--- src/rtl/keyinj_pkg.sv ---
// Shared types and key map for the keypad key injector.
// Optional registered row drive: define KEYINJ_ROW_REG_EN.
package keyinj_pkg;

  localparam int KEY_W = 4;

  typedef enum logic [1:0] {
    IDLE,
    PRESS,
    GAP
  } keyinj_state_t;

  // Row/column of each hex code on the 4x4 matrix
  localparam logic [1:0] KEY_ROW [16] = '{
    2'd3, 2'd0, 2'd0, 2'd0,
    2'd1, 2'd1, 2'd1, 2'd2,
    2'd2, 2'd2, 2'd0, 2'd1,
    2'd2, 2'd3, 2'd3, 2'd3
  };

  localparam logic [1:0] KEY_COL [16] = '{
    2'd0, 2'd0, 2'd1, 2'd2,
    2'd0, 2'd1, 2'd2, 2'd0,
    2'd1, 2'd2, 2'd3, 2'd3,
    2'd3, 2'd3, 2'd2, 2'd1
  };

  function automatic int cnt_width(
    input int a,
    input int b
  );
    int m;
    int w;
    m = (a > b) ? a : b;
    w = $clog2(m);
    return (w < 1) ? 1 : w;
  endfunction

endpackage

--- src/rtl/keyinj_fifo.sv ---
// Synchronous first-word-fall-through FIFO for queued key codes.
// Depth must be a power of two, at least 2.
module keyinj_fifo #(
  parameter int DEPTH = 4,
  parameter int WIDTH = 4,
  localparam int AW = $clog2(DEPTH)
) (
  input  logic             clk,
  input  logic             rst,
  input  logic             push,
  input  logic             pop,
  input  logic             flush,
  input  logic [WIDTH-1:0] din,
  output logic [WIDTH-1:0] dout,
  output logic             full,
  output logic             empty,
  output logic [AW:0]      count
);

  logic [WIDTH-1:0] mem [DEPTH];
  logic [AW-1:0]    wp;
  logic [AW-1:0]    rp;
  logic             wr;
  logic             rd;

  assign full  = (count == (AW+1)'(DEPTH));
  assign empty = (count == '0);
  assign wr    = push && !full && !flush;
  assign rd    = pop && !empty;
  assign dout  = mem[rp];

  always_ff @(posedge clk) begin
    if (rst || flush) begin
      wp    <= '0;
      rp    <= '0;
      count <= '0;
    end else begin
      if (wr) wp <= wp + 1'b1;
      if (rd) rp <= rp + 1'b1;
      unique case ({wr, rd})
        2'b10:   count <= count + 1'b1;
        2'b01:   count <= count - 1'b1;
        default: count <= count;
      endcase
    end
  end

  always_ff @(posedge clk) begin
    if (wr) mem[wp] <= din;
  end

endmodule

--- src/rtl/keypad_key_injector.sv ---
// Keypad-side responder: replays queued key codes as timed switch closures.
// Define KEYINJ_ROW_REG_EN to register the row outputs.
module keypad_key_injector
  import keyinj_pkg::*;
#(
  parameter int FIFO_DEPTH   = 4,
  parameter int PRESS_CYCLES = 75_000_000,
  parameter int GAP_CYCLES   = 75_000_000
) (
  input  logic                        pulse_50Mhz,
  input  logic                        rst,
  input  logic [KEY_W-1:0]            key_in,
  input  logic                        key_valid,
  output logic                        key_ready,
  input  logic                        clear,
  input  logic [3:0]                  col,
  output logic [3:0]                  row,
  output logic                        pressing,
  output logic                        busy,
  output logic                        key_done,
  output logic [$clog2(FIFO_DEPTH):0] fifo_count
);

  localparam int CNT_W = cnt_width(PRESS_CYCLES, GAP_CYCLES);
  localparam logic [CNT_W-1:0] PRESS_LD = CNT_W'(PRESS_CYCLES - 1);
  localparam logic [CNT_W-1:0] GAP_LD   = CNT_W'(GAP_CYCLES - 1);

  keyinj_state_t    state_q;
  keyinj_state_t    state_d;
  logic [CNT_W-1:0] cnt_q;
  logic [CNT_W-1:0] cnt_d;
  logic [KEY_W-1:0] key_q;
  logic [KEY_W-1:0] key_d;
  logic [KEY_W-1:0] head;
  logic             done_q;
  logic             done_d;
  logic             pop;
  logic             push;
  logic             full;
  logic             empty;
  logic [3:0]       row_c;

  assign key_ready = !full;
  assign push      = key_valid && !full && !clear;
  assign busy      = (state_q != IDLE) || !empty;
  assign key_done  = done_q;

  keyinj_fifo #(
    .DEPTH (FIFO_DEPTH),
    .WIDTH (KEY_W)
  ) u_fifo (
    .clk   (pulse_50Mhz),
    .rst   (rst),
    .push  (push),
    .pop   (pop),
    .flush (clear),
    .din   (key_in),
    .dout  (head),
    .full  (full),
    .empty (empty),
    .count (fifo_count)
  );

  always_ff @(posedge pulse_50Mhz) begin
    if (rst || clear) begin
      state_q <= IDLE;
      cnt_q   <= '0;
      key_q   <= '0;
      done_q  <= 1'b0;
    end else begin
      state_q <= state_d;
      cnt_q   <= cnt_d;
      key_q   <= key_d;
      done_q  <= done_d;
    end
  end

  always_comb begin
    state_d = state_q;
    cnt_d   = cnt_q;
    key_d   = key_q;
    done_d  = 1'b0;
    pop     = 1'b0;
    unique case (1'b1)
      (state_q == IDLE): begin
        if (!empty) begin
          pop     = 1'b1;
          key_d   = head;
          cnt_d   = PRESS_LD;
          state_d = PRESS;
        end
      end
      (state_q == PRESS): begin
        if (cnt_q == '0) begin
          cnt_d   = GAP_LD;
          state_d = GAP;
        end else begin
          cnt_d = cnt_q - 1'b1;
        end
      end
      (state_q == GAP): begin
        if (cnt_q == '0) begin
          state_d = IDLE;
          done_d  = 1'b1;
        end else begin
          cnt_d = cnt_q - 1'b1;
        end
      end
      default: state_d = IDLE;
    endcase
  end

  // A closed switch ties the key's row line to its column strobe
  always_comb begin
    row_c    = 4'hF;
    pressing = 1'b0;
    if (state_q == PRESS) begin
      pressing            = 1'b1;
      row_c[KEY_ROW[key_q]] = col[KEY_COL[key_q]];
    end
  end

`ifdef KEYINJ_ROW_REG_EN
  logic [3:0] row_q;

  always_ff @(posedge pulse_50Mhz) begin
    if (rst || clear) begin
      row_q <= 4'hF;
    end else begin
      row_q <= row_c;
    end
  end

  assign row = row_q;
`else
  assign row = row_c;
`endif

endmodule

--- config.mk ---
export PLATFORM = sky130hd
export DESIGN_NAME = keypad_key_injector
export DESIGN_NICKNAME = d
export VERILOG_FILES = /design/src/rtl/keyinj_pkg.sv /design/src/rtl/keyinj_fifo.sv /design/src/rtl/keypad_key_injector.sv
export SDC_FILE = /design/constraint.sdc
export NUM_CORES = 1
export LEC_CHECK = 0
export CAP_MARGIN = 20
export CORE_MARGIN = 3
export CORE_UTILIZATION = 55
export CTS_CLUSTER_SIZE = 30
export DETAILED_ROUTE_END_ITERATION = 8
export GPL_TIMING_DRIVEN = 0
export HOLD_SLACK_MARGIN = 0.05
export PLACE_DENSITY = 0.76
export SLEW_MARGIN = 20
export SYNTH_ARGS = -nofsm -noshare
export SYNTH_HDL_FRONTEND = slang
export SYNTH_HIERARCHICAL = 1
export SYNTH_SLANG_ARGS = --single-unit
--- constraint.sdc ---
create_clock -name pulse_50Mhz -period 3.3 [get_ports pulse_50Mhz]
set_input_delay 0.33 -clock pulse_50Mhz [delete_from_list [all_inputs] [get_ports pulse_50Mhz]]
set_output_delay 0.33 -clock pulse_50Mhz [all_outputs]
set_load 0.02 [all_outputs]
==> metrics <==
status=complete, no violations; post-CTS sizing=0; Worst-Skew Late Latency=340 ps; min cycle time layout=2750 ps; worst min-delay path category=flip-flop to flip-flop; fin. max-slew vios=0; hold slack=464 ps; Final #Nets=392; Power Density=438 nW/um2; Fillers=455; Netlist Area Pre-Place=3070 um2; final hold violation count=0; clock share of power=40.8%; main combinational cell family by area after synthesis=simple AND/OR/NAND/NOR gates; final setup TNS=0 ps; Synth Area in Compound Gates=15.3%; DR vias=2597; vias per cell=5.85; Synth async-reset ratio=0%; die width=80.7 um; startpoint types=flip-flop; Leakage=0.00133 uW; Synth Area in XOR/XNOR=4.28%; Root Buffer=clkbuf_8; R2R Setup Slk=580 ps; DR iter-0 viols=163; dpl hpwl=4580 um; Seq pwr share=48.5%; register area share after synthesis=43.6%; crit path from=key_q[1]; multi-input logic area=1590 um2; fmax=0.363 GHz; global-route wire length before repair=11100 um; final period utilization=83.4%; max_cap viols=0; Int Pwr=1170 uW; Mapped Nets=359; H-tree Lvls=3; initial antenna violation count=0; WL/cell=14.4 um; setup bufs post-CTS=0; hold bufs inserted after CTS=0; FF-to-FF End=u_fifo/count[2]; DRC Markers=0; RSZ-0062 raised after global routing=false; setup ws final=547 ps; PortBufs=22; GRT Total Usage=22.5%; crit path to=row[0]; total gr overflow=0; mux cell area share after synthesis=3.91%; die height=80.7 um; Rel. slew slack=52.0%; cell count after synthesis=336; Worst Path Arrival=2420 ps; peak supply drop=271 uV; Detail Route Antenna Nets=0; number of synthesized flops with an enable pin=16; die area=6520 um2; layout cell share with drive strength beyond 1=10.7%; gp weighted congestion=0.891; predominant post-synthesis flop cell=dfxtp_1; synth unique cells=56; core area=5270 um2; CP max FO=10; area delta synth->final=16.3%; Sw Share=25.5%; # diodes=0; CTS sink cnt=59; CP Capture Type=primary output; Initial Util=58.3%; setup violators final=0; Crit Reg-Reg Startpoint=state_q[1]; WS Path Type=flip-flop to primary output; Synth Area in Adders=4.72%; vias in the first global route=2467; Synth Warn #=6; top-level port count=23; Synth Area in Simple Gates=23.5%; clk slew on worst S/H paths=70 ps; Sw Pwr=399 uW; CTS tree=built; Pre-antenna DRT Iters=4; maximum clock path buffer count=2; Max Clock Skew=8.69 ps; register area=1340 um2; Worst Hold Depth=2; syn avg cell area=9.15 um2; worst slew pin tran=715 ps; #FFs+latches synth=59; WP data required=2970 ps; combinational power share=10.7%; R2R depth=12; DP Worst Slack=504 ps; row count=26; largest net degree at the start of global routing=12; CTS buffer count=9; Routed WL=6410 um
[worst min-delay path by stage]
stage,start,slack [ps],endpoint
floorplan,key_in[0],430,u_fifo/mem[0][0]
global placement,cnt_q[19],450,cnt_q[19]
detailed placement,cnt_q[19],460,cnt_q[19]
CTS,cnt_q[19],470,cnt_q[19]
global route,cnt_q[19],480,cnt_q[19]
finish,cnt_q[19],460,cnt_q[19]
[cell usage in the layout, fill, tap and decap left out, types with 3 or more instances in the layout]
| master | count |
|---|---|
| a21oi_1 | 27 |
| a31oi_1 | 3 |
| and2_1 | 7 |
| and3_1 | 3 |
| clkbuf_1 | 11 |
| clkbuf_8 | 9 |
| clkdlybuf4s50_1 | 22 |
| clkinv_4 | 3 |
| dfxtp_1 | 43 |
| edfxtp_1 | 16 |
| ha_1 | 10 |
| inv_1 | 19 |
| mux2i_1 | 3 |
| mux4_2 | 4 |
| nand2_1 | 14 |
| nand3_1 | 15 |
| nand4_1 | 9 |
| nor2_1 | 38 |
| nor3_1 | 15 |
| nor3b_1 | 3 |
| nor4_1 | 5 |
| o211a_1 | 5 |
| o21a_1 | 3 |
| o21ai_0 | 24 |
| or2_2 | 3 |
| or3_1 | 5 |
| xor2_1 | 14 |
[cell usage after synthesis (3+ instances only)]
master	n	area [um2]
a21oi_1	27	135
clkbuf_1	10	37.5
mux4_2	4	90.1
nand2_1	14	52.6
xor2_1	14	123
nand3_1	15	75.1
nor2_1	38	143
o21a_1	3	22.5
nor3_1	15	75.1
edfxtp_1	16	480
or2_2	3	18.8
or3_1	5	31.3
nor4_1	5	31.3
nor3b_1	3	22.5
mux2i_1	3	30.0
o211a_1	5	50.1
o21ai_0	24	120
nand4_1	9	56.3
a31oi_1	3	18.8
and2_1	7	43.8
and3_1	3	18.8
dfxtp_1	43	861
inv_1	19	71.3
ha_1	10	125
[layer usage]
layer	routed length, um	global-route usage [%]
met4	92	7.09
met3	382	7.76
met5	0	0
met2	2900	34.9
met1	3040	29.7
[state kept, by name, summed over array words and instances, names as in the netlist, named ones only]
name,cells
key_q,4
u_fifo/mem,16
state_q,2
cnt_q,27
u_fifo/count,3
u_fifo/rp,2
key_done,1
u_fifo/wp,2
[cell type report]
type	count	area share (%)
Timing Repair Buffer	22	6.16
Buffer	14	1.75
Tap cell	70	2.45
Inverter	20	2.24
Multi-Input combinational cell	243	44.5
Sequential cell	59	37.5
Clock inverter	6	1.86
Clock buffer	10	3.57
[worst max-delay path, cell delays in order (launching register included)]
cell and delay, ps:
dfxtp_1 400, clkbuf_1 330, o221ai_1 180, a221oi_1 450, o211ai_1 160, clkdlybuf4s50_1 570
[power groups by stage]
stage               combinational (uW)  clock, uW  sequential (uW)
floorplan                          118          0              774
global placement                   162          0              775
detailed placement                 165          0              775
CTS                                166        653              759
global route                       186        689              760
finish                             167        639              760
[through the flow]
step                util, %  cell area (um2)  power, uW  std cells
floorplan                 -             3070        892        336
global placement       64.1             3380        937        428
detailed placement     64.1             3380        940        428
CTS                    67.8             3570       1580        444
global route           67.8             3570       1630        444
finish                 67.8             3570       1570        444
[cell families (layout without fill, tap and decap cells)]
group                      count (synthesis)  after routing
AOI/OAI and AO/OA                         77             77
xor gates and xnor gates                  15             15
adders and majority gates                 11             11
buffers and inverters                     34             72
DFF                                       59             59
muxes                                      7              7
and+or+nand+nor                          133            133
Note: power is estimated with default switching activity, not from simulation.
